File: src/rtl/nested_struct_pkg.sv
// Shared types for the nested-struct link: one OuterStruct carries three
// InnerStructs (x, y, z) of three bytes each (a, b, c).
package nested_struct_pkg;
  localparam int FIELD_COUNT = 9;
  localparam int BEAT_W      = 4;

  typedef struct packed {
    logic [7:0] a;
    logic [7:0] b;
    logic [7:0] c;
  } InnerStruct;

  typedef struct packed {
    InnerStruct x;
    InnerStruct y;
    InnerStruct z;
  } OuterStruct;

  // Field number 0..8 -> {inner struct (x=0,y=1,z=2), byte within it (a=0,b=1,c=2)}
  function automatic logic [3:0] field_sel(input logic [BEAT_W-1:0] field);
    case (field)
      4'd0:    field_sel = {2'd0, 2'd0};
      4'd1:    field_sel = {2'd0, 2'd1};
      4'd2:    field_sel = {2'd0, 2'd2};
      4'd3:    field_sel = {2'd1, 2'd0};
      4'd4:    field_sel = {2'd1, 2'd1};
      4'd5:    field_sel = {2'd1, 2'd2};
      4'd6:    field_sel = {2'd2, 2'd0};
      4'd7:    field_sel = {2'd2, 2'd1};
      default: field_sel = {2'd2, 2'd2};
    endcase
  endfunction
endpackage

File: src/rtl/nested_struct_serializer_if.sv
// Capture handshake plus byte-stream output of the struct serializer.
interface nested_struct_serializer_if;
  import nested_struct_pkg::*;

  logic                  in_valid;
  logic                  in_ready;
  OuterStruct            in_data;
  logic                  out_valid;
  logic                  out_ready;
  logic [7:0]            out_byte;
  logic [BEAT_W-1:0]     out_index;
  logic                  out_last;

  modport master (
    output in_valid, in_data, out_ready,
    input  in_ready, out_valid, out_byte, out_index, out_last
  );

  modport slave (
    input  in_valid, in_data, out_ready,
    output in_ready, out_valid, out_byte, out_index, out_last
  );
endinterface

File: src/rtl/inner_struct_byte_sel.sv
// Picks byte a, b or c out of one InnerStruct.
module inner_struct_byte_sel
  import nested_struct_pkg::*;
(
  input  InnerStruct s,
  input  logic [1:0] sel,
  output logic [7:0] sel_byte
);
  always_comb begin
    case (sel)
      2'd0:    sel_byte = s.a;
      2'd1:    sel_byte = s.b;
      default: sel_byte = s.c;
    endcase
  end
endmodule

File: src/rtl/nested_struct_serializer.sv
// Captures one OuterStruct and streams it out one field byte per beat,
// optionally followed by an XOR checksum beat.
module nested_struct_serializer
  import nested_struct_pkg::*;
#(
  parameter bit REVERSE       = 1'b0,
  parameter bit EMIT_CHECKSUM = 1'b1
) (
  input  logic                       clock,
  input  logic                       reset,
  nested_struct_serializer_if.slave  bus
);
  typedef enum logic {IDLE, SEND} state_t;

  localparam logic [BEAT_W-1:0] LAST_IDX  = EMIT_CHECKSUM ? BEAT_W'(FIELD_COUNT) : BEAT_W'(FIELD_COUNT - 1);
  localparam logic [BEAT_W-1:0] CKSUM_IDX = BEAT_W'(FIELD_COUNT);

  state_t            state;
  OuterStruct        hold_reg;
  logic [BEAT_W-1:0] idx;
  logic [BEAT_W-1:0] field;
  logic [7:0]        acc;
  logic [3:0]        sel;
  logic [7:0]        field_byte;
  logic              is_cksum;
  InnerStruct [2:0]  grp;
  logic [2:0][7:0]   grp_byte;

  assign field    = REVERSE ? BEAT_W'(FIELD_COUNT - 1) - idx : idx;
  assign sel      = field_sel(field);
  assign is_cksum = EMIT_CHECKSUM && (idx == CKSUM_IDX);

  // grp[0] = x, grp[1] = y, grp[2] = z
  assign grp = {hold_reg.z, hold_reg.y, hold_reg.x};

  for (genvar g = 0; g < 3; g++) begin : g_sel
    inner_struct_byte_sel u_sel (
      .s        (grp[g]),
      .sel      (sel[1:0]),
      .sel_byte (grp_byte[g])
    );
  end

  always_comb begin
    case (sel[3:2])
      2'd0:    field_byte = grp_byte[0];
      2'd1:    field_byte = grp_byte[1];
      default: field_byte = grp_byte[2];
    endcase
  end

  assign bus.in_ready  = (state == IDLE);
  assign bus.out_valid = (state == SEND);
  assign bus.out_byte  = is_cksum ? acc : field_byte;
  assign bus.out_index = idx;
  assign bus.out_last  = (state == SEND) && (idx == LAST_IDX);

  always_ff @(posedge clock) begin
    if (reset) begin
      state    <= IDLE;
      idx      <= '0;
      acc      <= '0;
      hold_reg <= '0;
    end else begin
      case (state)
        IDLE: if (bus.in_valid) begin
          hold_reg <= bus.in_data;
          idx      <= '0;
          acc      <= '0;
          state    <= SEND;
        end
        SEND: if (bus.out_ready) begin
          if (!is_cksum) acc <= acc ^ field_byte;
          if (idx == LAST_IDX) begin
            idx   <= '0;
            state <= IDLE;
          end else begin
            idx <= idx + 1'b1;
          end
        end
      endcase
    end
  end

  always_ff @(posedge clock) begin
    if (!reset) assert (idx <= LAST_IDX);
  end
endmodule

File: src/flat_wrapper.sv
// flat-port wrapper written by rule: the top's interface ports become plain ports
module nested_struct_serializer_flat import nested_struct_pkg::*;
#(
  parameter bit REVERSE       = 1'b0,
  parameter bit EMIT_CHECKSUM = 1'b1
)
  (clock, reset, bus_in_valid, bus_in_data, bus_out_ready, bus_in_ready, bus_out_valid, bus_out_byte, bus_out_index, bus_out_last);
  nested_struct_serializer_if bus_i ();
  input  logic clock;
  input  logic reset;
  input wire logic [$bits(bus_i.in_valid)-1:0] bus_in_valid;
  input wire logic [$bits(bus_i.in_data)-1:0] bus_in_data;
  input wire logic [$bits(bus_i.out_ready)-1:0] bus_out_ready;
  output wire logic [$bits(bus_i.in_ready)-1:0] bus_in_ready;
  output wire logic [$bits(bus_i.out_valid)-1:0] bus_out_valid;
  output wire logic [$bits(bus_i.out_byte)-1:0] bus_out_byte;
  output wire logic [$bits(bus_i.out_index)-1:0] bus_out_index;
  output wire logic [$bits(bus_i.out_last)-1:0] bus_out_last;
  assign bus_i.in_valid = bus_in_valid;
  assign bus_i.in_data = bus_in_data;
  assign bus_i.out_ready = bus_out_ready;
  assign bus_in_ready = bus_i.in_ready;
  assign bus_out_valid = bus_i.out_valid;
  assign bus_out_byte = bus_i.out_byte;
  assign bus_out_index = bus_i.out_index;
  assign bus_out_last = bus_i.out_last;
  nested_struct_serializer #(.REVERSE(REVERSE), .EMIT_CHECKSUM(EMIT_CHECKSUM)) u_core (.clock(clock), .reset(reset), .bus(bus_i));
endmodule
File: config.mk
export PLATFORM = sky130hd
export DESIGN_NAME = nested_struct_serializer_flat
export DESIGN_NICKNAME = d
export VERILOG_FILES = /design/src/rtl/nested_struct_pkg.sv /design/src/rtl/nested_struct_serializer_if.sv /design/src/rtl/inner_struct_byte_sel.sv /design/src/rtl/nested_struct_serializer.sv /design/src/flat_wrapper.sv
export SDC_FILE = /design/constraint.sdc
export NUM_CORES = 1
export LEC_CHECK = 0
export BUFFER_PORTS_ARGS = -buffer_cell sky130_fd_sc_hd__buf_2
export CAP_MARGIN = 15
export CORE_UTILIZATION = 40
export DETAILED_ROUTE_END_ITERATION = 8
export SETUP_SLACK_MARGIN = 0.15
export SLEW_MARGIN = 10
export SYNTH_ARGS = -nofsm -noshare
export SYNTH_HDL_FRONTEND = slang
export SYNTH_SLANG_ARGS = --single-unit
File: constraint.sdc
create_clock -name clock -period 2.6 [get_ports clock]
set_clock_uncertainty 0.05 [all_clocks]
set_input_delay 0.26 -clock clock [delete_from_list [all_inputs] [get_ports clock]]
set_output_delay 0.26 -clock clock [all_outputs]
set_load 0.01 [all_outputs]
Yosys cells after proc, flatten, opt, wreduce, memory -nomap -nowiden:

Memory sizes are Yosys's and may differ from the RTL's. A register that Yosys moved wholly into a read port is not among the register bits.
Cells that the tools add are included.

* $add $sub $neg: 1
* multipliers: 0
* div/mod/pow operators: 0
* order comparisons: 0
* eq/ne operators: 6
* shifts and indexed selects: 0
* multiplexer cells: 20
* bitwise operators: 2
* reductions and logical operators: 6

Operator list (number)
* $pmux 8 s2: 5
* $mux 8: 4
* $mux 4: 4
* $pmux 4 s2: 1
* $xor 8x8->8: 1
* $mux 3: 2
* $ne 2x2->1 const B: 3
* $add 4x1->4 const B: 1
* $eq 2x1->1 const B: 2
* $eq 4x4->1 const B: 1
* $logic_not 2->1: 2
* $reduce_and 2->1: 2
* $mux 1: 3
* $reduce_and 3->1: 1
* $pmux 1 s2: 1
* $logic_and 1x1->1: 1
* $not 1->1: 1

* register bits after elaboration: 85
* bits in latches: 0
* memory bits (writable): 0
* ROM bits: 32
* bits of input ports: 76
* output and inout bits: 15
* word-level logic and storage cells: 48
* memories: 1

Memories
* (no name shown): words 8, width 4, rd ports 1, clocked after Yosys merged registers in 1, wr ports 0, RTL line nested_struct_pkg.sv:21 `case (field)`

Depth between registers and ports, before layout:

Gate-level depths: netlist (run 1).

* depth in word-level cells: 8
* gate-level depth with buffers: 10
* mapped depth without buffers: 9

Modules after synthesis:

Synthesis (run 1) repeated with hierarchy kept, for this count alone.

* cells, all modules: 544
* area total of the unflattened synthesis: 4165.2 um^2

By module, submodules not included
* nested_struct_serializer: times used 1, cells each 466, area each 3647.2 um^2, seq. area each 1781.7 um^2
* inner_struct_byte_sel: times used 3, cells each 26, area each 172.7 um^2, seq. area each 0.0 um^2

Least setup slack after synthesis (run 1):

Ideal clock, no wire load.

* path kind: flip-flop to flip-flop
* start point: register u_core.idx[1], in the netlist u_core.bus.out_index[1]
* end point: register (tool-made name)
* setup time: 0.123 ns
* arrival time: 2.304 ns
* required time: 2.427 ns
* path slack: 0.122 ns
* cell stages (with the launch flop): 11
* buffers on the path: 1
* period minus slack after synthesis: 2.478 ns
* path through: dfxtp_1 -> inv_1 -> ha_1 -> and3b_1 -> buf_6 -> nand2b_4 -> or3_1 -> a21oi_1 -> inv_1 -> ha_1 -> mux2_1

RTL lines
* start: declaration: RTL line nested_struct_serializer.sv:20 `logic [BEAT_W-1:0] idx;`
* start signal: assignment: RTL line nested_struct_serializer.sv:78 `idx <= idx + 1'b1;`

==> results.ini, run 1 <==
[global_routing]
grt_overflow_total=0
grt_max_degree=77
grt_usage_pct=19.8
grt_pass1_vias=3218
grt_pass1_wl_um=15800
grt_antenna_before_repair=0

[sta]
period_share_pct=93.1
rsz0062_at_grt=true
setup_viol=0
maxSlewHeadroom_pct=51.3
fin_tns_setup_ps=0
drv_slew=0
period_needed_ps=2420
max_freq_ghz=0.413
worstMarginPinSlew_ps=730
finalHoldViolCount=0

[cts]
clock-root-buffer=clkbuf_8
cts_made_buffers=9
clkSinkCount=89
cts_tree=done
htreeDepth=3
cts_buffer_depth=2
clkLatencyLatePin_ps=350
clkTransAtPathRegs_ps=90

[worst_hold_path]
holdPathEnd=u_core.grp[29]
hold_path.class=input port to register
hold_start=bus_in_data[29]
hold_path_depth=3

[detailed_routing]
drt-vias-per-instance=5.12
wire_per_inst_um=14.3
vias=3612
drc=0
first_pass_iters=5
first_iter_violations=131
drt_wl_total_um=10100
ant_nets=0

[critical_path]
crit_chain=or4bb_4 > o22ai_4 > nor3_4 > mux2_4 > buf_6
worstSetupPathType=register to output port
crit_required_ps=2290
max_stage_delay_ps=620
endpoint_kind=output port
slowest_stage=or4bb_4
critPathArrivalTime_ps=2110
rrSetupSlack_ps=270
crit_fanout=7
rr_startpoint=u_core.bus.out_index[1]
rr_worst_depth=9
start_kind=register

[flow_run]
cap_violations=0

[floorplan]
rows=36
die_area_um2=10400
core_area_um2=9730
die_x_um=102
initial_core_util_pct=41.1
die_h_um=102
ioPinCount=91

[cells_and_area]
diodes=0
nNetsFinal=649
syn_to_final_growth_pct=22.6
multi_input_area_um2=2130
post_route_cells_drive_above_1_share_pct=27.1
stdcell_area_um2=4900
fill_cells=987
regArea_um2=1800

[logic_synthesis]
synth-seq-area-share_pct=44.6
synth_top_cell_by_area=dfxtp_1
async_reset_ff_share_pct=0
ys_seq_elements=89
synthCells=494
netlist_top_cells_area=dfxtp_1 (45%), nand2_1 (15%), a21oi_1 (10%), mux2_2 (4.5%), mux2_1 (3.7%)
synth_top_area_share_pct=44.6
ys.flop_type=dfxtp_1
syn_area_um2=4000
postSynthAreaPerCell_um2=8.09
yosys_warnings=0
syn-num-nets=575
synth_edf_count=0
ys_types=45

[pwr]
vdd_drop_max_v=0.000273
cellLeakagePower_nw=2.00
power.density_nw_per_um2=583

[run_status]
outcome=complete, no violations

[placed_design]
hpwl_um=6980
post_dp_cell_area_um2=4540
place_congestion=0.785
portBuffers=90

-- layer usage --
layer / track usage (%) / up-vias / share of wire (%)
met1: 26.9 / 1681 / 48
met2: 31.9 / 79 / 47
met4: 4.73 / 0 / 0.52
met3: 4.51 / 5 / 4.0
met5: 0 / - / 0
li1: - / 1847 / -
-- worst max-delay path: cells and delay by family (launching register included) --
kind,cells,cell delay [ps]
flip-flops,1,420
buffers and inverters,1,120
AND/OR/NAND/NOR,2,680
AO/OA/AOI/OAI,1,230
multiplexers,1,290
-- Yosys cell counts, types with 2 or more instances --
cell,number
or3_1,3
a221oi_1,3
inv_1,4
o21ai_1,2
dfxtp_1,89
a2bb2oi_1,2
nand2_1,156
a31o_1,3
buf_1,5
or2_1,5
nor2_1,6
or4_1,6
a21oi_1,80
ha_1,5
a21oi_2,2
nor3_1,5
o31ai_1,10
a21boi_1,5
mux2_2,16
clkbuf_1,24
o22ai_1,20
mux2_1,13
or4b_1,2
buf_2,7
-- report_power, final --
group,total (mW),internal (mW),switching (mW)
sequential,1.47,1.43,0.0417
clock,1.03,0.562,0.465
combinational,0.356,0.157,0.199
-- kinds of logic (layout without fill, tap and decap cells) --
logic type      count (synthesis)  after routing  share of synthesized area [%]
mux                            29             29                           8.17
buf+inv                        42            120                           4.44
xor+xnor                        1              1                          0.219
flops                          89             89                           44.6
compound gates                130            130                           19.2
simple gates                  198            198                           21.8
fa+ha+maj                       5              5                           1.56
-- per-stage QoR --
| stage | hold WS (ps) | util [%] | setup slack, ps | instances | power (mW) |
|---|---|---|---|---|---|
| after floorplan | 323 | - | 194 | 494 | 1.71 |
| after global routing | 70.6 | 50.4 | 129 | 705 | 3.00 |
| final | 84.3 | 50.4 | 181 | 705 | 2.86 |
| after CTS | 77.0 | 49.2 | 147 | 701 | 2.87 |
| after global placement | 389 | 46.7 | 313 | 686 | 1.85 |
| after detailed placement | 393 | 46.7 | 229 | 686 | 1.86 |
-- sequential cells by signal, summed over array words and instances (netlist names), named ones only --
signal / count
u_core.grp: 72
u_core.acc: 8
u_core.bus.out_index: 4
u_core.bus.out_valid: 1
-- cell usage in the layout (no fill, tap or decap), types with 3 or more instances in the layout --
cell and n:
clkbuf_8 10, a21oi_1 79, mux2_1 13, nand2_1 155
buf_2 89, dfxtp_4 3, a31o_1 3, or4b_4 3
ha_1 5, nor2_1 6, dfxtp_1 84, buf_4 7
buf_12 3, o31ai_1 10, inv_1 4, a21oi_4 3
a21boi_1 5, or4_1 5, o22ai_1 18, nor3_1 4
or2_1 5, or3_1 3, mux2_2 15
-- how the worst max path moves through the flow --
stage / startpoint / endpoint / slack [ps] / depth (start not counted)
after floorplan: u_core.bus.out_index[1] / register / 190 / 10
after global placement: u_core.bus.out_index[1] / register / 310 / 9
after detailed placement: u_core.bus.out_index[1] / register / 230 / 9
after CTS: u_core.bus.out_index[3] / bus_out_byte[1] / 150 / 5
after global routing: register / bus_out_byte[1] / 130 / 5
final: register / bus_out_byte[1] / 180 / 5
-- layout make-up --
type                       count  share of cell area (%)
tap                          133                    3.40
clock buffer                  12                    2.96
clock inverter                 3                    1.33
inverter                       4                   0.306
timing repair buffer         101                    11.8
sequential                    89                    36.6
multi-input combinational    363                    43.5
-- timing repair --
action / in CTS / in global routing
endpoints found under the setup margin: 8 / 10
endpoints found under the hold margin: 0 / 0
hold buffers: 0 / 0
pin swaps: 0 / 3
gates resized for setup: 10 / 15
buffers inserted: 0 / 4
Power figures use the tool's default switching activity.
==> run 2: changes to the inputs <==
--- a/config.mk
+++ b/config.mk
@@ -9,8 +9,8 @@
 export CAP_MARGIN = 15
 export CORE_UTILIZATION = 40
 export DETAILED_ROUTE_END_ITERATION = 8
+export PLACE_DENSITY = 0.61
 export SETUP_SLACK_MARGIN = 0.15
-export SLEW_MARGIN = 10
 export SYNTH_ARGS = -nofsm -noshare
 export SYNTH_HDL_FRONTEND = slang
 export SYNTH_SLANG_ARGS = --single-unit
==> run 2 against run 1 <==
Cell count rose by 0.43%; hold slack improved by 0.69 ps; power fell by 1.3%; utilization fell by 0.48 points; routed wire length fell by 1.1%; clock power barely moved; die area did not move; critical path depth did not move; via count rose by 0.75%; worst setup slack improved by 39 ps; global-route usage fell by 0.093 points.
==> results.ini, run 2 (synthesized netlist as in run 1, its figures left out) <==
[critical_path]
crit_fanout=10  ; +3
worstSetupPathType=register to output port
crit_chain=or4b_1 > o22ai_1 > or2_1 > o31ai_1 > buf_2
worstSetupEndpoint=bus_out_byte[4]
endpoint_kind=output port
max_stage_delay_ps=630  ; about the same
rr_startpoint=u_core.bus.out_index[1]
rr_worst_depth=9  ; unchanged
crit_required_ps=2290  ; about the same
critPathArrivalTime_ps=2070  ; -40 ps
slowest_stage=or4b_1
start_kind=register
rrSetupSlack_ps=270  ; about the same
crit_start=u_core.bus.out_index[3]

[global_routing]
grt_usage_pct=19.7  ; -0.093 points
grt_pass1_wl_um=16000  ; +1.3%
grt_antenna_before_repair=0  ; unchanged
grt_max_degree=77  ; unchanged
grt_pass1_vias=3352  ; +4.2%
grt_overflow_total=0  ; unchanged

[sta]
period_needed_ps=2380  ; -38.6 ps
rsz0062_at_grt=false
worstMarginPinSlew_ps=729  ; -0.516 ps
drv_slew=0  ; unchanged
max_freq_ghz=0.420  ; +1.6%
period_share_pct=91.6  ; -1.5 points
fin_tns_setup_ps=0  ; unchanged
finalHoldViolCount=0  ; unchanged
maxSlewHeadroom_pct=51.4  ; about the same
setup_viol=0  ; unchanged

[cts]
clkSinkCount=89  ; unchanged
cts_tree=done
hold_buffers=0  ; unchanged
clkLatencyLatePin_ps=350  ; about the same
cts_buffer_depth=2  ; unchanged
clkTransAtPathRegs_ps=90  ; about the same
cts_made_buffers=9  ; unchanged
clock-root-buffer=clkbuf_8
htreeDepth=3  ; unchanged

[pwr]
power.density_nw_per_um2=581  ; -0.31%
vdd_drop_max_v=0.000350  ; +28%
cellLeakagePower_nw=1.99  ; -0.38%

[detailed_routing]
drc=0  ; unchanged
first_iter_violations=121  ; -7.6%
ant_nets=0  ; unchanged
wire_per_inst_um=14.1  ; -1.5%
vias=3639  ; +0.75%
drt-vias-per-instance=5.14  ; +0.32%
first_pass_iters=4  ; -1
drt_wl_total_um=10000  ; -1.1%

[cells_and_area]
fill_cells=998  ; +1.1%
final_cell_mix=nand2_1 (155), buf_2 (90), dfxtp_1 (83), a21oi_1 (79), o22ai_1 (18)
stdcell_area_um2=4850  ; -0.94%
nNetsFinal=651  ; +0.31%
diodes=0  ; unchanged
final_common_cell=nand2_1
largest_reg_flops=72  ; unchanged
syn_to_final_growth_pct=21.4
post_route_cells_drive_above_1_share_pct=27.5  ; +0.38 points

[floorplan]
die_h_um=102  ; unchanged
rows=36  ; unchanged
die_x_um=102  ; unchanged
core_area_um2=9730  ; unchanged
initial_core_util_pct=41.1  ; unchanged
die_area_um2=10400  ; unchanged
ioPinCount=91  ; unchanged

[run_status]
outcome=complete, no violations

[placed_design]
place_congestion=0.788  ; +0.48%
post_dp_cell_area_um2=4530  ; -0.28%
portBuffers=90  ; unchanged
hpwl_um=6790  ; -2.8%

[flow_run]
cap_violations=0  ; unchanged

[worst_hold_path]
hold_path.class=input port to register

## run 2: cell types whose count changed in the layout (fill, tap and decap cells not counted), moves of 2 or more
cell / before / now
buf_4: 7 / 10
buf_12: 3 / 1
a221oi_2: 2 / 0
inv_6: 0 / 2
buf_6: 2 / 0
clkbuf_1: 2 / 0
a221oi_1: 1 / 3
## run 2: worst max-delay path, delay by kind of cell (launching register included)
| kind | cells | cell delay (ps) |
|---|---|---|
| DFF | 1 | 390 |
| AOI/OAI and AO/OA | 2 | 340 |
| and+or+nand+nor | 2 | 830 |
| buffers and inverters | 1 | 150 |
## run 2: final cells by class
class                      instances  area (µm²)  share of cell area [%]
multi-input combinational        363        2100                    43.2
sequential                        89        1800                    37.0
timing repair buffer             103         566                    11.7
tap                              133         166                    3.43
clock buffer                      11         151                    3.12
clock inverter                     5        60.1                    1.24
inverter                           4        15.0                   0.309
## run 2: per-layer routing
metal	wire length (µm)	up-vias	part of all wire (%)	track usage [%]
met5	0	-	0	0
met4	52	0	0.52	3.74
met3	493	5	4.9	5.13
met2	4580	88	46	31.6
met1	4870	1698	49	26.8
li1	-	1848	-	-
## run 2: timing repair
action / 4_1_cts / 5_1_grt
pin swaps: 2 / 1
resized for setup: 10 / 10
setup buffers: 2 / 4
setup endpoints to repair: 8 / 9
## run 2: worst min path at each step
stage,start,endpoint,slack [ps],cells after the start
floorplan,bus_out_ready,u_core.bus.out_valid,320,1
global placement,u_core.grp[70],u_core.grp[70],390,2
detailed placement,u_core.grp[8],u_core.grp[8],400,2
CTS,bus_in_data[70],u_core.grp[22],70,3
global route,bus_in_data[68],u_core.grp[20],70,3
finish,bus_in_data[18],u_core.grp[66],80,3
## run 2: report_power, final
group	switching (mW)	internal (mW)
clock network	0.496	0.502
registers	0.0387	1.43
logic	0.201	0.152
total	0.735	2.08
## run 2: per-stage QoR
stage | power [mW] | setup slack, ps | instances | utilization (%) | hold slack (ps)
final | 2.82 | 219 | 708 | 49.9 | 85.0
after global routing | 2.96 | 137 | 708 | 49.9 | 67.6
after CTS | 2.85 | 164 | 704 | 49.2 | 68.9
after detailed placement | 1.85 | 232 | 686 | 46.6 | 396
after global placement | 1.84 | 323 | 686 | 46.6 | 390
after floorplan | 1.71 | 194 | 494 | - | 323
